<file path="src/rtl/shreg_pkg.sv">
// shreg_pkg: op codes and FSM state encoding shared by param_shift_reg and shreg_step
package shreg_pkg;
  localparam logic [2:0] OP_HOLD = 3'b000;
  localparam logic [2:0] OP_LOAD = 3'b001;
  localparam logic [2:0] OP_ROL  = 3'b010;
  localparam logic [2:0] OP_SHR  = 3'b011;
  localparam logic [2:0] OP_ROR  = 3'b100;
  localparam logic [2:0] OP_SHL  = 3'b101;
  localparam logic [2:0] OP_ASR  = 3'b110;
  localparam logic [2:0] OP_CLR  = 3'b111;
  typedef enum logic [1:0] {ST_IDLE, ST_RUN, ST_DONE} state_t;
endpackage

</file>
<file path="src/rtl/shreg_step.sv">
// shreg_step: one-position shift/rotate of q for op, with si as fill bit
// ports: q current value, op operation, si serial fill, q_next stepped value, out_bit bit leaving q
module shreg_step
  import shreg_pkg::*;
#(
  parameter int WIDTH = 8
) (
  input  logic [WIDTH-1:0] q,
  input  logic [2:0]       op,
  input  logic             si,
  output logic [WIDTH-1:0] q_next,
  output logic             out_bit
);
  always_comb begin
    q_next = q;
    out_bit = 1'b0;
    case (op)
      OP_ROL: begin q_next = {q[WIDTH-2:0], q[WIDTH-1]}; out_bit = q[WIDTH-1]; end
      OP_SHL: begin q_next = {q[WIDTH-2:0], si}; out_bit = q[WIDTH-1]; end
      OP_ROR: begin q_next = {q[0], q[WIDTH-1:1]}; out_bit = q[0]; end
      OP_SHR: begin q_next = {si, q[WIDTH-1:1]}; out_bit = q[0]; end
      OP_ASR: begin q_next = {q[WIDTH-1], q[WIDTH-1:1]}; out_bit = q[0]; end
      default: q_next = q;
    endcase
  end
endmodule

</file>
<file path="src/rtl/param_shift_reg.sv">
// param_shift_reg: universal WIDTH-bit shift register with start/busy/done handshake
// ports: clk, reset (async high), start/op/amount/D request, SI serial fill,
//        Q contents, SO last bit out, busy (RUN), done (one-cycle pulse)
// SHREG_BARREL_EN: when defined, shifts/rotates finish in one edge through a barrel network
module param_shift_reg
  import shreg_pkg::*;
#(
  parameter int WIDTH = 8,
  parameter int CNT_W = 4
) (
  input  logic             clk,
  input  logic             reset,
  input  logic             start,
  input  logic [2:0]       op,
  input  logic [CNT_W-1:0] amount,
  input  logic [WIDTH-1:0] D,
  input  logic             SI,
  output logic [WIDTH-1:0] Q,
  output logic             SO,
  output logic             busy,
  output logic             done
);
  state_t state, state_n;
  logic [CNT_W-1:0] cnt, cnt_n;
  logic [2:0] op_r, op_n;
  logic [WIDTH-1:0] q_r, q_n, step_q;
  logic so_r, so_n, step_out, is_shift;
  assign is_shift = !(op inside {OP_HOLD, OP_LOAD, OP_CLR});
  shreg_step #(.WIDTH(WIDTH)) u_step (
    .q      (q_r),
    .op     (op_r),
    .si     (SI),
    .q_next (step_q),
    .out_bit(step_out)
  );
`ifdef SHREG_BARREL_EN
  logic [WIDTH-1:0] bar_q, fill, sh;
  logic bar_so;
  int a, r;
  // sh holds the last bit out at position 0; for counts beyond WIDTH it is the fill value
  always_comb begin
    a = {{(32-CNT_W){1'b0}}, amount};
    r = a % WIDTH;
    fill = {WIDTH{SI}};
    bar_q = q_r;
    sh = '0;
    case (op)
      OP_ROL: begin bar_q = (q_r << r) | (q_r >> (WIDTH - r)); sh = q_r >> ((WIDTH - r) % WIDTH); end
      OP_ROR: begin bar_q = (q_r >> r) | (q_r << (WIDTH - r)); sh = q_r >> ((a - 1) % WIDTH); end
      OP_SHL: begin
        bar_q = (a >= WIDTH) ? fill : (q_r << a) | (fill >> (WIDTH - a));
        sh = (a <= WIDTH) ? q_r >> (WIDTH - a) : fill;
      end
      OP_SHR: begin
        bar_q = (a >= WIDTH) ? fill : (q_r >> a) | (fill << (WIDTH - a));
        sh = (a <= WIDTH) ? q_r >> (a - 1) : fill;
      end
      OP_ASR: begin
        bar_q = $signed(q_r) >>> a;
        sh = (a <= WIDTH) ? q_r >> (a - 1) : {WIDTH{q_r[WIDTH-1]}};
      end
      default: bar_q = q_r;
    endcase
    bar_so = sh[0];
  end
`endif
  always_comb begin
    state_n = state;
    cnt_n = cnt;
    op_n = op_r;
    q_n = q_r;
    so_n = so_r;
    case (state)
      ST_IDLE: if (start) begin
        state_n = ST_DONE;
        if (op == OP_LOAD) q_n = D;
        else if (op == OP_CLR) q_n = '0;
`ifdef SHREG_BARREL_EN
        else if (is_shift && amount != '0) begin q_n = bar_q; so_n = bar_so; end
`else
        else if (is_shift && amount != '0) begin state_n = ST_RUN; op_n = op; cnt_n = amount; end
`endif
      end
      ST_RUN: begin
        q_n = step_q;
        so_n = step_out;
        cnt_n = cnt - CNT_W'(1);
        if (cnt == CNT_W'(1)) state_n = ST_DONE;
      end
      default: state_n = ST_IDLE;
    endcase
  end
  always_ff @(posedge clk or posedge reset) begin
    if (reset) begin
      state <= ST_IDLE;
      cnt <= '0;
      op_r <= OP_HOLD;
      q_r <= '0;
      so_r <= 1'b0;
    end else begin
      state <= state_n;
      cnt <= cnt_n;
      op_r <= op_n;
      q_r <= q_n;
      so_r <= so_n;
    end
  end
  assign Q = q_r;
  assign SO = so_r;
  assign busy = state == ST_RUN;
  assign done = state == ST_DONE;
endmodule

</file>
<file path="config.mk">
export PLATFORM = sky130hd
export DESIGN_NAME = param_shift_reg
export DESIGN_NICKNAME = d
export VERILOG_FILES = /design/src/rtl/shreg_pkg.sv /design/src/rtl/shreg_step.sv /design/src/rtl/param_shift_reg.sv
export SDC_FILE = /design/constraint.sdc
export NUM_CORES = 1
export LEC_CHECK = 0
export BUFFER_PORTS_ARGS = -buffer_cell sky130_fd_sc_hd__buf_4
export CAP_MARGIN = 20
export CORE_UTILIZATION = 57
export CTS_CLUSTER_SIZE = 8
export DETAILED_ROUTE_END_ITERATION = 12
export PLACE_DENSITY = 0.84
export SYNTH_ARGS = -nofsm -noshare
export SYNTH_HDL_FRONTEND = slang
export SYNTH_SLANG_ARGS = --single-unit
</file>
<file path="constraint.sdc">
create_clock -name clk -period 2.62 [get_ports clk]
set_input_delay 0.262 -clock clk [delete_from_list [all_inputs] [get_ports clk]]
set_output_delay 0.262 -clock clk [all_outputs]
set_load 0.01 [all_outputs]
</file>
* Yosys cells after proc, flatten, opt, wreduce, memory -nomap -nowiden *
Index checks and enable logic that the tools add are counted.

cells by class
  add/subtract/negate cells = 1
  equal/unequal tests = 19
  multiplexer cells = 17
  bitwise operators = 2
  reduce and logical (&&, ||, !) cells = 14

operator list
  operator                                           number
  case mux 8 bit (5 select lines)                    1
  2-to-1 mux 8 bit                                   3
  2-to-1 mux 4 bit                                   4
  case mux 8 bit (2 select lines)                    1
  AND reduction 5 bit                                3
  == test 3 bit (second input constant)              4
  2-to-1 mux 2 bit                                   5
  != test 2 bit (second input constant)              5
  case mux 4 bit (2 select lines)                    1
  == test 3 x 2 -> 1 bit (second input constant)     2
  != test 6 x 1 -> 1 bit (second input constant)     1
  != test 5 x 1 -> 1 bit (second input constant)     1
  == test 4 x 1 -> 1 bit (second input constant)     1
  case mux 2 bit (2 select lines)                    1
  AND reduction 4 bit                                1
  nonzero test 4 bit                                 1
  subtractor 4 x 1 -> 4 bit (second input constant)  1
  == test 3 x 1 -> 1 bit (second input constant)     1
  logical NOT 3 bit                                  1
  != test 3 bit (second input constant)              1
  nonzero test 3 bit                                 1
  OR reduction 3 bit                                 1
  == test 2 x 1 -> 1 bit (second input constant)     1
  == test 2 bit (second input constant)              1
  9 further kinds                                    10

storage, ports and cells
  register bits = 18
  bits of input ports = 19
  output and inout port bits = 11
  logic and storage cells = 59

* Longest topological paths before layout *
Gate-level depths: netlist of run 1.

  word-level depth = 9
  gate-level depth with buffers = 7
  gate-level depth less buffers = 5

* Hierarchy *
Synthesis of run 1 repeated with hierarchy kept, for this count alone.

second synthesis, totals
  cell total of the unflattened synthesis = 154
  area total of the unflattened synthesis = 1413.9 um^2

modules (own cells, without submodules)
  module           times used  cells an instance  area each (um^2)  seq. area each (um^2)
  param_shift_reg  1           88                 925.9             450.4
  shreg_step       1           66                 488.0             0.0

* Worst setup path after synthesis of run 1 *
OpenSTA, ideal clock, no wires.

  kind = reg-to-reg
  from = register op_r[0]
  to = register q_r[6] (netlist: Q[6])
  setup time = 0.134 ns
  arrival = 1.320 ns
  required time = 2.486 ns
  setup slack = 1.166 ns
  cell stages (with the launch flop) = 7
  path buffers = 2
  period minus slack after synthesis = 1.454 ns
  cells stage by stage = dfrtp_1 buf_4 and3_1 nor3_4 or2_0 buf_6 a31oi_2

between the ends
  longest elaborated chain between the ends = 3
  elaborated cells on any way between the ends = 9
  those cells by class = eq/ne (6); mux (2); reduce/logical (1)

ends and longest elaborated chain
  what                                                                              line                    text
  start, declared                                                                   param_shift_reg.sv:25   logic [2:0] op_r, op_n;
  start signal, assigned                                                            param_shift_reg.sv:103  op_r <= op_n;
  == test 3 bit / == test 3 x 2 -> 1 bit (equally long branches)                    shreg_step.sv:17        case (op)
  case mux 8 bit (5 select lines) / != test 6 x 1 -> 1 bit (equally long branches)  -
  case mux 8 bit (2 select lines) / AND reduction 4 bit (equally long branches)     -
  end signal, assigned                                                              param_shift_reg.sv:104  q_r <= q_n;
  end, declared                                                                     param_shift_reg.sv:26   logic [WIDTH-1:0] q_r, q_n, step_q;

Several ways; a longest one is shown, not always the timed one.
A chain may end at the register's enable or synchronous reset.

* Worst setup path after layout of run 1 *
  from = register state[0]
  to = register q_r[4] (netlist: Q[4])

between the ends
  longest elaborated chain between the ends = 3
  elaborated cells on any way between the ends = 8
  those cells by class = eq/ne (4); mux (1); reduce/logical (3)

ends and longest elaborated chain
  what                                                                line                    text
  start, declared                                                     param_shift_reg.sv:23   state_t state, state_n;
  start signal, assigned                                              param_shift_reg.sv:101  state <= state_n;
  == test 2 x 1 -> 1 bit / logical NOT 2 bit (equally long branches)  param_shift_reg.sv:73   case (state)
  != test 6 x 1 -> 1 bit (no source line) (tied with other cells)     -
  AND reduction 4 bit (no source line)                                -

Several ways; a longest one is shown, not always the timed one.

==> results of run 1 <==
## layout make-up
type,count,area (um2)
inverters,5,18.77
multi-input cells,105,726.9
clock buffers,4,36.28
well taps,27,33.78
repair buffers,29,217.7
flip-flops and latches,18,450.4
fillers,166,558.0
## registers in the layout (all words and copies together) (netlist names)
register  flops
Q             8
cnt           4
state         2
SO            1
op_r          3
## power breakdown
| part | internal [W] | total, W | leakage (nW) | switching (W) |
|---|---|---|---|---|
| Clock | 0.0000848 | 0.000179 | 0.0210 | 0.0000938 |
| Sequential | 0.000424 | 0.000636 | 0.209 | 0.000212 |
| Combinational | 0.000501 | 0.00102 | 0.390 | 0.000522 |
## cells by family (layout without fill, tap and decap cells)
group                    after synthesis  count (layout)
AO/OA/AOI/OAI                         37              37
XOR/XNOR                               4               4
adder cells (fa/ha/maj)                2               2
buffers and inverters                 15              38
flip-flops                            18              18
multiplexers                           4               4
AND/OR/NAND/NOR                       58              58
## through the flow
stage	cells	instance area, um2	hold WS [ps]	util, %
final	188	1484	50.54	72.67
after CTS	188	1484	83.12	72.67
after floorplan	138	1285	200.6	-
after global routing	188	1484	119.4	72.67
after global placement	184	1448	405.6	70.89
after detailed placement	184	1448	412.8	70.89
## synth_stat cells, types with 2 or more instances
| master | number | area share (%) |
|---|---|---|
| and3_1 | 2 | 0.97 |
| or3b_2 | 3 | 2.0 |
| ha_1 | 2 | 1.9 |
| nor2_1 | 9 | 2.6 |
| or2_2 | 2 | 0.97 |
| nor3b_1 | 2 | 1.2 |
| nand2b_1 | 2 | 0.97 |
| buf_2 | 2 | 0.78 |
| dfrtp_1 | 18 | 35 |
| a31oi_2 | 2 | 1.9 |
| or3_1 | 2 | 0.97 |
| a21o_1 | 4 | 2.3 |
| a31oi_1 | 4 | 1.9 |
| nor3_1 | 9 | 3.5 |
| nand3b_1 | 2 | 1.2 |
| buf_6 | 6 | 5.3 |
| nand3_1 | 2 | 0.78 |
| a221oi_1 | 3 | 2.0 |
| inv_1 | 4 | 1.2 |
| a21oi_1 | 7 | 2.7 |
| o21ai_0 | 9 | 3.5 |
| xor2_1 | 2 | 1.4 |
| xnor2_1 | 2 | 1.4 |
| mux2_2 | 4 | 3.5 |
| nand2_1 | 9 | 2.6 |
## worst paths after layout
kind                       depth (start not counted)     start  slack (ps)       end
setup / recovery                                   4  state[0]         750      Q[4]
hold / removal                                     2     reset          50      Q[4]
setup reg to reg                                   4  state[0]         750      Q[4]
hold reg to reg                                    1  state[1]         490  state[1]
max in group asynchronous                          2     reset        2140   op_r[2]
min in group clk                                   3      D[0]         220      Q[0]
## worst max-delay path, cell delays in order (launching register included)
cell	delay, ps
dfrtp_1	530
nand2b_2	240
nor3_4	380
or2_0	440
a31oi_1	150
## routing by layer
metal / vias to the layer above / track usage (%)
li1: 549 / -
met1: 540 / 34.87
met2: 31 / 38.13
met5: - / 0
met4: 0 / 11.43
met3: 4 / 2.469
==> qor.yml, run 1 <==
status: "finished, final reports clean"
tightest_slew_ps: 677.1
setup_ws_ps: 746.6
cts-resized-gates: 0
wl_met1_mm: 1.345
ant_nets: 0
antennaDiodeCount: 0
die_w_um: 49.48
cts_buffer_depth: 2
io_pins: 30
muxShareOfSynthArea_pct: 3.505
avgSynthCellArea_um2: 9.311
cts_sinks: 18
dp_hpwl_mm: 2.058
synth-xor-area-share_pct: 2.726
path_clk_slew_ps: 110
core_area_mm2: 0.002042
synthAdderAreaFrac_pct: 1.947
clkLatencyLatePin_ps: 300
synthFlopType: "dfrtp_1"
grt_pass1_wl_mm: 4.560
synth_edf_count: 0
rsz0062_at_grt: "no"
cts_setup_buffers: 0
dr_wl_met3_um: 118
cts_inserted_buffers: 3
syn_nets: 159
maxCapViolations: 0
layout_commonest_cell: "buf_4"
drcViolationCount: 0
topRoutingLayerUsed: "met4"
final.period_utilization_pct: 71.50
routed_wl_mm: 2.787
antenna_found_initial: 0
worst-path-max-fanout: 11
finalSetupViolCount: 0
crit_required_ps: 2790
grt_use_total_pct: 24.65
synth_compound_area_share_pct: 19.57
cts_tree: "done"
h-tree-depth: 1
hold_buffers: 0
slew_headroom_pct: 54.81
row_count: 16
yosysSeqAreaShare_pct: 35.05
powerDensity_mw_per_mm2: 1239
hold_viol: 0
yosys.area_share.simple_pct: 28.82
port_buffers: 29
setup_tns_ps: 0
dr_total_vias: 1124
endpoint_kind: "flop"
viasPerCell: 5.979
finalCriticalPeriod_ps: 1873
skew_ps: 3.510
route.met2.wl_mm: 1.279
root_buffer: "clkbuf_4"
grt-ovfl-total: 0
synthToLayoutAreaGrowth_pct: 15.48
ir_drop_uv: 881.5
synth.distinct_cells: 50
yosysWarnings: 0
place_ws_ps: 826.3
worstPathArrival_ps: 2040
die_h_um: 49.48
grt_pass1_vias: 1043
power_w: 0.001838
layout-drive-gt1-share_pct: 33.54
initial_core_util_pct: 62.93
p_leak_nw: 0.6198
synth_cells: 138
fp.dieArea_mm2: 0.002448
fmax_mhz: 533.8
nets: 183
syn_area_mm2: 0.001285
place_congestion: 0.8550
start_kind: "flop"
synth_top_family_by_area: "simple AND/OR/NAND/NOR gates"
ys_seq_elements: 18
worstHoldPathType: "primary input to async pin"
drv_slew: 0
synthArstFlopShare_pct: 100.0
layout_common_cells: "29 x buf_4, 18 x dfrtp_1"
grt_max_degree: 19
drtIter0Drc: 27
path_class: "flop to flop"
dr.pass1.iters: 4
wl_per_cell_um: 14.82
Power figures use the tool's default switching activity.
==> run 2, diff against run 1 <==
--- a/config.mk
+++ b/config.mk
@@ -7,10 +7,10 @@
 export LEC_CHECK = 0
 export BUFFER_PORTS_ARGS = -buffer_cell sky130_fd_sc_hd__buf_4
 export CAP_MARGIN = 20
-export CORE_UTILIZATION = 57
+export CORE_UTILIZATION = 53
 export CTS_CLUSTER_SIZE = 8
 export DETAILED_ROUTE_END_ITERATION = 12
-export PLACE_DENSITY = 0.84
+export PLACE_DENSITY = 0.79
 export SYNTH_ARGS = -nofsm -noshare
 export SYNTH_HDL_FRONTEND = slang
 export SYNTH_SLANG_ARGS = --single-unit
==> constraint.sdc (replaced) <==
create_clock -name clk -period 2 [get_ports clk]
set_input_delay 0.2 -clock clk [delete_from_list [all_inputs] [get_ports clk]]
set_output_delay 0.2 -clock clk [all_outputs]
set_load 0.01 [all_outputs]
==> run 2 against run 1 <==
  * Combinational power is 36% higher
  * Die area is 7.2% higher
  * Non-clock buffer count is 3 higher
  * Clock power is 34% higher
  * Cell count is 2.1% higher
  * Via count is 1.3% higher
  * Largest power group unchanged
==> qor.yml, run 2 (synthesis gave the netlist of run 1 again) <==
worstPathArrival_ps: 1890
nets: 186
finalCriticalPeriod_ps: 1722
rsz0062_at_grt: "no"
cts-resized-gates: 0
tightest_slew_ps: 754.2
hold_buffers: 0
grt-ovfl-total: 0
viasPerCell: 5.932
dr.pass1.iters: 4
clkLatencyLatePin_ps: 310
powerDensity_mw_per_mm2: 1627
ir_drop_uv: 920.0
cts_tree: "done"
cts_buffer_depth: 2
grt_use_total_pct: 25.42
place_ws_ps: 296.8
slew_headroom_pct: 49.67
die_h_um: 51.24
setup_tns_ps: 0
reg2reg_depth: 4
layout_commonest_cell: "buf_4"
fp.dieArea_mm2: 0.002626
fill_cells: 205
skew_ps: 1.376
die_w_um: 51.24
drtIter0Drc: 31
core_area_mm2: 0.002255
regToRegStartpoint: "state[0]"
routed_wl_mm: 2.907
antenna_found_initial: 0
grt_pass1_vias: 1068
h-tree-depth: 1
grt_max_degree: 19
cts_setup_buffers: 0
startpoint: "state[0]"
path_class: "flop to flop"
cts_inserted_buffers: 3
root_buffer: "clkbuf_4"
worstHoldPathType: "primary input to async pin"
final.period_utilization_pct: 86.09
largest_reg_flops: 8
drcViolationCount: 0
layout_common_cells: "32 x buf_4, 18 x dfrtp_1"
place_congestion: 0.8078
crit_end: "Q[0]"
hold_viol: 0
path_clk_slew_ps: 110
synthToLayoutAreaGrowth_pct: 17.33
setup_ws_ps: 278.2
grt_pass1_wl_mm: 4.947
fmax_mhz: 580.8
maxCapViolations: 0
wl_per_cell_um: 15.14
crit_required_ps: 2170
layout-drive-gt1-share_pct: 34.76
initial_core_util_pct: 56.99
drv_slew: 0
io_pins: 30
r2r_slack_ps: 280
row_count: 17
antennaDiodeCount: 0
p_leak_nw: 0.6351
dr_total_vias: 1139
ant_nets: 0
start_kind: "flop"
cts_sinks: 18
port_buffers: 29
reg2reg_to: "Q[0]"
endpoint_kind: "flop"
worst-path-max-fanout: 11
finalSetupViolCount: 0
status: "finished, final reports clean"
dp_hpwl_mm: 2.149
[run 2: final cells by class]
class                      instances  area, um2  share of cell area (%)
sequential                        18      450.4                   29.88
timing repair buffer              32      240.2                   15.93
tap                               28      35.03                   2.324
multi-input combinational        105      726.9                   48.22
inverter                           5      18.77                   1.245
clock buffer                       4      36.28                   2.407
[run 2: worst max-delay path, cell delays in order (launching register included)]
cell,delay (ps)
dfrtp_1,510
nand2b_2,250
nor3_4,240
or2_0,440
a31oi_1,150
[run 2: metrics by stage]
step                hold slack [ps]  area (um2)  util (%)  instances  total power (W)
detailed placement            365.4        1471     65.26        188         0.002214
finish                        11.73        1508     66.87        192         0.002454
global route                  59.46        1508     66.87        192         0.002663
floorplan                     138.6        1285         -        138         0.001910
global placement              363.6        1471     65.26        188         0.002169
CTS                           17.02        1508     66.87        192         0.002459
[run 2: report_power, final]
part / switching (W) / total, W / internal, W
Combinational: 0.000694 / 0.00139 / 0.000692
Sequential: 0.000272 / 0.000828 / 0.000556
Clock: 0.000129 / 0.000240 / 0.000111
[run 2: worst min path at each step]
stage                         to  slack, ps  cells after the start
final                     cnt[1]         10                      2
after detailed placement  cnt[1]        370                      2
after global routing      cnt[3]         60                      2
after global placement    cnt[1]        360                      2
after CTS                 cnt[3]         20                      2
after floorplan             Q[0]        140                      1
[run 2: layer usage]
| layer | vias up | global-route usage [%] | part of all wire (%) |
|---|---|---|---|
| met1 | 550 | 34.94 | 47 |
| met2 | 30 | 41.23 | 48 |
| li1 | 557 | - | - |
| met5 | - | 0 | 0 |
| met4 | 0 | 9.009 | 1.0 |
| met3 | 2 | 2.679 | 3.8 |
